==> config.mk <==
export PLATFORM = sky130hd
export DESIGN_NAME = note_sequencer
export DESIGN_NICKNAME = d
export VERILOG_FILES = /design/src/rtl/note_sequencer.sv
export SDC_FILE = /design/constraint.sdc
export NUM_CORES = 1
export LEC_CHECK = 0
export BUFFER_PORTS_ARGS = -buffer_cell sky130_fd_sc_hd__buf_2
export CAP_MARGIN = 20
export CELL_PAD_IN_SITES_DETAIL_PLACEMENT = 1
export CELL_PAD_IN_SITES_GLOBAL_PLACEMENT = 1
export CORE_UTILIZATION = 40
export DETAILED_ROUTE_END_ITERATION = 8
export PLACE_DENSITY_LB_ADDON = 0.1
export SKIP_CTS_REPAIR_TIMING = 1
export SLEW_MARGIN = 15
export SYNTH_ARGS = -nofsm -noshare
export SYNTH_HDL_FRONTEND = slang
export SYNTH_SLANG_ARGS = --single-unit
==> constraint.sdc <==
create_clock -name clk -period 2.85 [get_ports clk]
set_input_delay 0.285 -clock clk [delete_from_list [all_inputs] [get_ports clk]]
set_output_delay 0.285 -clock clk [all_outputs]
set_load 0.05 [all_outputs]
==> src/rtl/note_sequencer.sv <==
// note_sequencer
//   Melody sequencer feeding the PWM sample player. Steps through a 16-entry
//   note memory and drives the player's pitch divider and a gate per note.
//   Note durations count tempo ticks from an internal prescaler. Playback is
//   one-shot or looped and is controlled with start/stop strobes.
//
// Ports:
//   clk, rst_n    clock, synchronous active-low reset
//   tick_period   one tempo tick every tick_period+1 clocks
//   wr_en/wr_addr/wr_data  note memory write port; data = {divider[11:0], d[3:0]}
//   last_idx      index of the final note in the sequence
//   loop          1 = wrap from last_idx back to entry 0
//   start, stop   single-cycle playback control strobes (stop wins)
//   divider       pitch divider (12'hFFF marks a rest)
//   gate          high while a non-rest note sounds
//   note_start    one-cycle pulse on the first cycle of each note
//   note_idx      index of the current note
//   playing       high whenever not idle
module note_sequencer #(
  parameter int TICK_WIDTH = 20,
  parameter int GAP_TICKS  = 1
) (
  input  logic                  clk,
  input  logic                  rst_n,
  input  logic [TICK_WIDTH-1:0] tick_period,
  input  logic                  wr_en,
  input  logic [3:0]            wr_addr,
  input  logic [15:0]           wr_data,
  input  logic [3:0]            last_idx,
  input  logic                  loop,
  input  logic                  start,
  input  logic                  stop,
  output logic [11:0]           divider,
  output logic                  gate,
  output logic                  note_start,
  output logic [3:0]            note_idx,
  output logic                  playing
);

  localparam int GW = (GAP_TICKS > 1) ? $clog2(GAP_TICKS) : 1;
  localparam logic [GW-1:0] GAP_LOAD = GW'((GAP_TICKS > 0) ? GAP_TICKS - 1 : 0);
  localparam logic [11:0] REST_DIV = 12'hFFF;

  typedef enum logic [1:0] {IDLE, PLAY, GAP} state_t;

  state_t                state;
  logic [TICK_WIDTH-1:0] prescaler;
  logic [3:0]            dur_cnt;
  logic [GW-1:0]         gap_cnt;
  logic [15:0]           mem [16];

  logic       tick;
  logic       note_done;
  logic       gap_done;
  logic       advance;
  logic       at_last;
  logic       do_load;
  logic       do_finish;
  logic [3:0] load_idx;
  logic [15:0] entry;

  // Note memory: not reset, contents retained across rst_n.
  always_ff @(posedge clk) begin
    if (wr_en) mem[wr_addr] <= wr_data;
  end

  // Advance decision: with no gap, the note end itself is the advance point.
  always_comb begin
    tick      = (prescaler == '0);
    note_done = (state == PLAY) && tick && (dur_cnt == 4'd0);
    gap_done  = (state == GAP)  && tick && (gap_cnt == '0);
    advance   = (GAP_TICKS == 0) ? note_done : gap_done;
    at_last   = (note_idx == last_idx);
    do_load   = !stop && (((state == IDLE) && start) || (advance && !(at_last && !loop)));
    do_finish = !stop && advance && at_last && !loop;
    load_idx  = 4'd0;
    if (state != IDLE && !at_last) load_idx = note_idx + 4'd1;
    entry     = mem[load_idx];
  end

  always_ff @(posedge clk) begin
    if (!rst_n) begin
      state      <= IDLE;
      prescaler  <= '0;
      dur_cnt    <= '0;
      gap_cnt    <= '0;
      divider    <= '0;
      gate       <= 1'b0;
      note_start <= 1'b0;
      note_idx   <= '0;
      playing    <= 1'b0;
    end else begin
      note_start <= 1'b0;
      if (stop) begin
        state   <= IDLE;
        gate    <= 1'b0;
        playing <= 1'b0;
      end else if (do_load) begin
        state      <= PLAY;
        note_idx   <= load_idx;
        divider    <= entry[15:4];
        gate       <= (entry[15:4] != REST_DIV);
        note_start <= 1'b1;
        playing    <= 1'b1;
        prescaler  <= tick_period;
        dur_cnt    <= entry[3:0];
      end else if (do_finish) begin
        state   <= IDLE;
        gate    <= 1'b0;
        playing <= 1'b0;
      end else begin
        case (state)
          PLAY: begin
            if (tick) begin
              prescaler <= tick_period;
              if (dur_cnt == 4'd0) begin
                // Only reachable with a nonzero gap; zero-gap ends take do_load/do_finish.
                state   <= GAP;
                gate    <= 1'b0;
                gap_cnt <= GAP_LOAD;
              end else begin
                dur_cnt <= dur_cnt - 4'd1;
              end
            end else begin
              prescaler <= prescaler - TICK_WIDTH'(1);
            end
          end
          GAP: begin
            if (tick) begin
              prescaler <= tick_period;
              gap_cnt   <= gap_cnt - GW'(1);
            end else begin
              prescaler <= prescaler - TICK_WIDTH'(1);
            end
          end
          default: ;
        endcase
      end
    end
  end

endmodule

; Word-level counts from Yosys, hierarchy flattened
; Memories as Yosys holds them, arrays and structs flattened.
; Cells that the tools add are included.
[totals]
reg_bits = 46
mem_bits_rw = 256
in_bits = 50
out_inout_bits = 19
elab_cells = 92
mem_count = 1
[classes]
addsub = 4
n_eq_ne = 9
n_mux = 27
n_bitwise = 5
reduce_logical = 36
[memory_table]
columns = memory, depth, width, read_ports, rd_clocked_by_memory_dff, write_ports, line
row1 = mem, 16, 16, 1, 0, 1, 50  ; logic [15:0] mem [16];
[ops]
columns = operator, n
row1 = two-way mux 20 bit, 4
row2 = two-way mux 4 bit, 6
row3 = logical NOT 20 bit, 1
row4 = subtractor 20 x 1 -> 20 bit (second input constant), 1
row5 = two-way mux 1 bit, 16
row6 = != test 12 bit (second input constant), 1
row7 = nonzero test 2 bit, 6
row8 = logical AND 1 bit, 10
row9 = AND reduction 3 bit, 3
row10 = nonzero test 3 bit, 3
row11 = != test 2 bit (second input constant), 4
row12 = AND reduction 7 bit, 1
row13 = inverter 1 bit, 5
row14 = AND reduction 5 bit, 1
row15 = adder 4 x 1 -> 4 bit (second input constant), 1
row16 = equality test 4 bit, 1
row17 = logical NOT 1 bit, 4
row18 = logical NOT 4 bit, 1
row19 = OR reduction 2 bit, 2
row20 = OR reduction 4 bit, 1
row21 = subtractor 4 x 1 -> 4 bit (second input constant), 1
row22 = equality test 2 x 1 -> 1 bit (second input constant), 1
row23 = equality test 2 bit (second input constant), 1
row24 = logical NOT 2 bit, 1
row25 = 5 further kinds, 5

; Longest topological paths before layout
; Gate-level depths: netlist of run 1.
[logic_depth]
depth_word = 8
depth_mapped = 13
mapped_depth_nobuf = 10

; Least setup slack after synthesis of run 1
; No wires, ideal clock.
[synth_timing]
path_type = register to register
start = register note_idx[1]
end = register gate
setup_time_ns = 0.130
arrival_time_ns = 2.688
t_required_ns = 2.720
setup_slack_ns = 0.033
path_stages_with_launch = 12
n_path_buf = 4
synth_period_minus_slack_ns = 2.817
cell_sequence = dfxtp_1 -> ha_1 -> buf_2 -> buf_2 -> buf_2 -> nand2_1 -> buf_2 -> o41ai_1 -> o22ai_1 -> nor2_1 -> and4bb_1 -> a31oi_1
[synth_via]
elab_chain_len = 8
elab_cells_between_ends = 20
cone_classes = 1 x add/sub / 2 x eq/ne / 3 x mux / 13 x reduce/logical / 1 x memory
[synth_lines]
columns = item, line
row1 = from (decl), 36  ; output logic [3:0] note_idx,
row2 = from (signal assigned), 100  ; note_idx <= load_idx;
row3 = branches (longest 8 deep; another with memory read (16 x 16 bit)), n/a
row4 = to (signal assigned), 102  ; gate <= (entry[15:4] != REST_DIV);
row5 = to (decl), 34  ; output logic gate,
; Several ways; the timed one is not identified.
; A chain may end at the register's enable or synchronous reset.

; Worst setup path in the final report of run 1
; Ends and elaborated chain as after synthesis.

==> results of run 1 <==
## state kept, by name, summed over array words and instances, names as in the netlist
name,count
gate,1
state,2
playing,1
mem,256
gap_cnt,1
divider,12
note_idx,4
dur_cnt,4
prescaler,20
note_start,1
## kinds of logic after synthesis
logic type / Yosys count
AND/OR/NAND/NOR: 317
flip-flops: 302
AO/OA/AOI/OAI: 232
buffers and inverters: 77
multiplexers: 44
XOR/XNOR: 11
adder cells (fa/ha/maj): 8
## final cells by class
class | count | area share [%]
antenna | 1 | 0.0160
tap | 402 | 3.23
multi-input combinational | 612 | 26.1
sequential | 302 | 55.2
timing repair buffer | 168 | 8.06
inverter | 19 | 0.457
clock buffer | 44 | 5.83
clock inverter | 16 | 1.10
## Yosys cell counts (7+ instances only)
cell / n / area share (%)
edfxtp_1: 256 / 59
nand2_1: 84 / 2.4
nor2_1: 74 / 2.1
o21ai_0: 52 / 2.0
a21oi_1: 47 / 1.8
dfxtp_1: 46 / 7.1
nor3_1: 40 / 1.5
nand3_1: 39 / 1.5
mux2i_1: 32 / 2.5
buf_2: 28 / 1.1
clkbuf_1: 21 / 0.61
inv_1: 18 / 0.52
and2_1: 17 / 0.82
nor2b_1: 13 / 0.63
o221ai_1: 13 / 0.88
o22ai_1: 11 / 0.53
a222oi_1: 10 / 0.77
a31oi_1: 10 / 0.48
ha_1: 8 / 0.77
a221o_1: 7 / 0.54
and3_1: 7 / 0.34
o211ai_1: 7 / 0.41
## power by group
group | leakage (uW) | switching (uW) | total, uW | internal (uW)
Clock | 0.000523 | 1710 | 4320 | 2610
Sequential | 0.00269 | 85.5 | 5020 | 4940
Combinational | 0.00217 | 851 | 1370 | 521
## path summary, 6_finish.rpt
path,start,end,slack [ns],cells after the start
worst max-delay path,note_idx[1]$_SDFFE_PN0P_,gate$_SDFFE_PP0P_,0.12,9
worst min-delay path,tick_period[10],prescaler[10]$_SDFFE_PN0P_,0.05,3
worst max register to register,note_idx[1]$_SDFFE_PN0P_,gate$_SDFFE_PP0P_,0.12,9
worst min register to register,gap_cnt$_SDFFE_PN0P_,gap_cnt$_SDFFE_PN0P_,0.44,2
## per-stage QoR
step | hold slack (ns) | area (um^2)
floorplan | 0.384 | 12900
global placement | 0.426 | 14400
detailed placement | 0.432 | 14400
CTS | 0.0354 | 15500
global route | 0.0707 | 15600
finish | 0.0520 | 15600
## worst max-delay path, cell delays in order (launching register included)
cell,delay (ns)
dfxtp_2,0.36
ha_2,0.52
buf_12,0.20
buf_4,0.14
mux2i_1,0.34
a221o_1,0.20
a21oi_1,0.07
o311ai_0,0.40
and4bb_1,0.26
a31oi_1,0.15
## per-layer routing
| metal | track usage [%] | share of wire (%) | vias up |
|---|---|---|---|
| li1 | - | - | 4124 |
| met5 | 0 | 0 | - |
| met2 | 38.1 | 47 | 252 |
| met3 | 3.61 | 5.1 | 45 |
| met4 | 6.64 | 2.0 | 0 |
| met1 | 33.6 | 46 | 4624 |
==> qor.yml, run 1 <==
p_leak_uw: 0.00539
fin_util_pct: 49.2
worst_pin_slew_ns: 0.617
place_ws_ns: 0.0771
yosysSeqAreaShare_pct: 66.6
grt_use_total_pct: 23.8
rsz0062_at_grt: "false"
placed_cells: 1502
status: "finished, final reports clean"
setup_slack_ns: 0.122
total_power_uw: 10700
synth_flop_cell: "edfxtp_1"
vias: 9045
nets: 1195
post_synth_and_or_nand_nor_area_fraction_pct: 12.0
ctsRootBufferMaster: "clkbuf_16"
overflow: 0
grt_max_degree: 30
initial_core_util_pct: 40.8
ys_async_sr_fraction_pct: 0
via_per_inst: 5.78
synthDistinctLibCells: 87
ant_nets: 0
synth-compound-area-share_pct: 12.8
slew_headroom_pct: 58.9
synthAdderAreaFrac_pct: 0.774
gp_congestion: 0.825
rows: 65
finalMaxSlewViolations: 0
final_cell_mix: "edfxtp_1 (256), buf_4 (86), nand2_1 (83)"
coreArea_um2: 31700
synth_xor_area_share_pct: 0.890
ioPinCount: 69
final_common_cell: "edfxtp_1"
synth_top_family_by_area: "compound AO/OA/AOI/OAI gates"
synth_nets: 1049
die_x_um: 182
criticalPathCategory: "flip-flop to flip-flop"
area_growth_pct: 20.6
grt_pass1_vias: 9193
ff_latch_area_um2: 8610
worstSetupEndpointType: "flip-flop"
fin_crit_ns: 2.73
n_fill_cell: 3251
drc: 0
hpwlAfterDp_mm: 25.2
yosysWarnings: 0
routed_wl_mm: 38.8
syn_area_um2: 12900
peakVddDrop_mv: 0.543
cts.path.max_buffers: 3
routedWlPerCell_um: 24.8
die_h_um: 182
avgSynthCellArea_um2: 13.0
netlist_instances: 991
cap_violations: 0
hold_violations: 0
path_clk_slew_ns: 0.06
die_area_um2: 33100
synth_seq_cells: 302
synth_edf_count: 256
multi_input_area_um2: 4070
crit_path_max_fanout: 16
ctsHtreeMaxLevel: 2
worstSetupStartpointType: "flip-flop"
synth.mux.area_fraction_pct: 4.07
grt_pass1_wl_mm: 58.0
finalSetupViolCount: 0
dr.pass1.iters: 6
grt_antenna_before_repair: 0
drtIter0Drc: 789
powerDensity_nw_per_um2: 687
cts_buffers: 34
fmax_mhz: 367
drive_gt1_share_pct: 23.1
hold_class: "input port to flip-flop"
tritoncts: "done"
cts_sinks: 302
period_share_pct: 95.7
final_cells: 1564
cp.required_ns: 3.28
clock_latency_ns: 0.51
fin_tns_setup_ns: 0
arrival_ns: 3.16
skew_ns: 0.0149
portBuffers: 68
Power figures use the tool's default switching activity.
==> run 2, diff against run 1 <==
--- a/config.mk
+++ b/config.mk
@@ -10,9 +10,10 @@
 export CELL_PAD_IN_SITES_DETAIL_PLACEMENT = 1
 export CELL_PAD_IN_SITES_GLOBAL_PLACEMENT = 1
 export CORE_UTILIZATION = 40
+export CTS_BUF_LIST = sky130_fd_sc_hd__clkbuf_4 sky130_fd_sc_hd__clkbuf_8
 export DETAILED_ROUTE_END_ITERATION = 8
+export HOLD_SLACK_MARGIN = 0.06
 export PLACE_DENSITY_LB_ADDON = 0.1
-export SKIP_CTS_REPAIR_TIMING = 1
 export SLEW_MARGIN = 15
 export SYNTH_ARGS = -nofsm -noshare
 export SYNTH_HDL_FRONTEND = slang
==> run 2 against run 1 <==
Net effect: clock skew is 0.0061 ns higher; hold slack better by 0.040 ns; clock-buffer cell count is 25 higher; cell count is 4.0% higher; via count is 2.4% higher; utilization is 0.62 points higher; die area stayed put; critical path type unchanged; largest cell class unchanged.
==> qor.yml, run 2 (same netlist as run 1, synthesis figures left out) <==
status: "finished, final reports clean"
routedWlPerCell_um: 24.1
grt_antenna_before_repair: 0
die_h_um: 182
nets: 1240
worstReg2RegEnd: "gate$_SDFFE_PP0P_"
hpwlAfterDp_mm: 25.2
vias: 9264
crit_cells: 8
place_ws_ns: 0.0771
cp_common_cell: "buf_4"
swShare_pct: 26.7
ctsHtreeMaxLevel: 2
drc: 0
period_share_pct: 96.0
skew_ns: 0.0209
coreArea_um2: 31700
p_leak_uw: 0.00551
final_cell_mix: "edfxtp_1 (256), buf_4 (88), nand2_1 (83)"
internal-power_uw: 7520
grt_use_total_pct: 23.9
p_clk_share_pct: 37.5
finalSetupViolCount: 0
gp_congestion: 0.825
p_switching_uw: 2750
cap_violations: 0
multi_input_area_um2: 4060
worstPathCellList: "ha_2 -> buf_4 -> mux2i_1 -> a221oi_1 -> buf_4 -> o311ai_0 -> and4bb_1 -> a31oi_1"
crit_family: "compound AO/OA/AOI/OAI gates"
drtIter0Drc: 764
cts.path.max_buffers: 3
placed_cells: 1502
fin_util_pct: 49.8
setup_slack_ns: 0.113
top_regs: "mem (256), prescaler (20), divider (12)"
crit_path_max_incr_delay_ns: 0.54
cp.required_ns: 3.37
cts_sinks: 302
initial_core_util_pct: 40.8
die_x_um: 182
worstSetupEndpointType: "flip-flop"
reg2reg_setup_slack_ns: 0.11
combPwrFrac_pct: 13.6
portBuffers: 68
overflow: 0
hold_end: "mem[10][13]$_DFFE_PP_"
drive_gt1_share_pct: 24.9
tritoncts: "done"
rows: 65
worstSetupStartpointType: "flip-flop"
num_antenna_cells: 0
hold_violations: 0
holdPathStages: 1
grt_pass1_vias: 9405
cts_buffers: 53
p_seq_share_pct: 48.9
ioPinCount: 69
n_fill_cell: 3298
arrival_ns: 3.26
path_clk_slew_ns: 0.07
criticalPathCategory: "flip-flop to flip-flop"
fin_tns_setup_ns: 0
r2r_cells: 8
r2r_start: "note_idx[1]$_SDFFE_PN0P_"
critPathBufInv: 2
ff_latch_area_um2: 8610
dr.pass1.iters: 5
via_per_inst: 5.69
finalMaxSlewViolations: 0
grt_pass1_wl_mm: 58.3
cpMaxStageDelayCell: "ha_2"
fmax_mhz: 365
whs_ns: 0.0917
largest_register_ffs: 256
slew_headroom_pct: 59.4
worst_pin_slew_ns: 0.608
die_area_um2: 33100
final_cells: 1627
ant_nets: 0
grt_max_degree: 30
crit_path_max_fanout: 17
powerDensity_nw_per_um2: 650
peakVddDrop_mv: 0.444
fin_crit_ns: 2.74
holdCritStartpoint: "wr_data[13]"
regMostFlops: "mem"
clock_latency_ns: 0.61
area_growth_pct: 22.1
hold_class: "input port to flip-flop"
final_common_cell: "edfxtp_1"
ctsRootBufferMaster: "clkbuf_8"
routed_wl_mm: 39.3
run 2: cell types whose count changed in the layout (fill, tap and decap cells not counted), sizes merged:
cell / previous run / this run
clkinv: 12 / 28
bufinv: 4 / 1
clkinvlp: 0 / 1
clkbuf: 44 / 70
inv: 19 / 18
buf: 168 / 170
diode: 1 / 0
dlygate4sd3: 0 / 23
run 2: worst max-delay path by stage:
stage | from | to | slack (ns)
2_1_floorplan | note_idx[1]$_SDFFE_PN0P_ | gate$_SDFFE_PP0P_ | 0.03
3_3_place_gp | note_idx[1]$_SDFFE_PN0P_ | gate$_SDFFE_PP0P_ | 0.08
3_5_place_dp | state[0]$_SDFFE_PP0P_ | gate$_SDFFE_PP0P_ | 0.08
4_1_cts | state[0]$_SDFFE_PP0P_ | gate$_SDFFE_PP0P_ | 0.03
5_1_grt | note_idx[1]$_SDFFE_PN0P_ | gate$_SDFFE_PP0P_ | -0.06
6_report | note_idx[1]$_SDFFE_PN0P_ | gate$_SDFFE_PP0P_ | 0.11
run 2: timing repair:
action                                  in CTS  in global routing
setup buffers                                0                  3
hold buffers                                23                  0
endpoints found under the setup margin       0                  6
resized for setup                            0                 13
endpoints found under the hold margin      172                  0
run 2: worst reg2reg max path, cell delays in order (launching register included):
cell and delay, ns:
dfxtp_2 0.37, ha_2 0.54, buf_4 0.38, mux2i_1 0.31, a221oi_1 0.13, buf_4 0.16
o311ai_0 0.37, and4bb_1 0.27, a31oi_1 0.15
run 2: metrics by stage:
step	power, uW	cell area, um^2
6_report	10300	15800
5_1_grt	10700	15800
4_1_cts	10400	15700
3_5_place_dp	6470	14400
3_3_place_gp	6450	14400
2_1_floorplan	5950	12900
run 2: power by group through the flow:
stage	Sequential, uW	Clock [uW]	Combinational [uW]
2_1_floorplan	5130	0	814
3_3_place_gp	5110	0	1340
3_5_place_dp	5110	0	1360
4_1_cts	5020	3940	1390
5_1_grt	5040	4120	1550
6_report	5020	3850	1400
run 2: layer usage:
layer / vias up / part of all wire, % / global-route usage [%]
li1: 4229 / - / -
met1: 4696 / 45 / 33.5
met2: 281 / 47 / 38.2
met3: 58 / 5.5 / 3.63
met4: 0 / 2.3 / 7.29
met5: - / 0 / 0
run 2: final cells by class:
type / count / share of cell area, %
well taps: 402 / 3.19
clock buffers: 69 / 5.38
clock inverters: 29 / 1.05
flip-flops and latches: 302 / 54.5
multi-input cells: 612 / 25.7
inverters: 19 / 0.452
repair buffers: 194 / 9.68
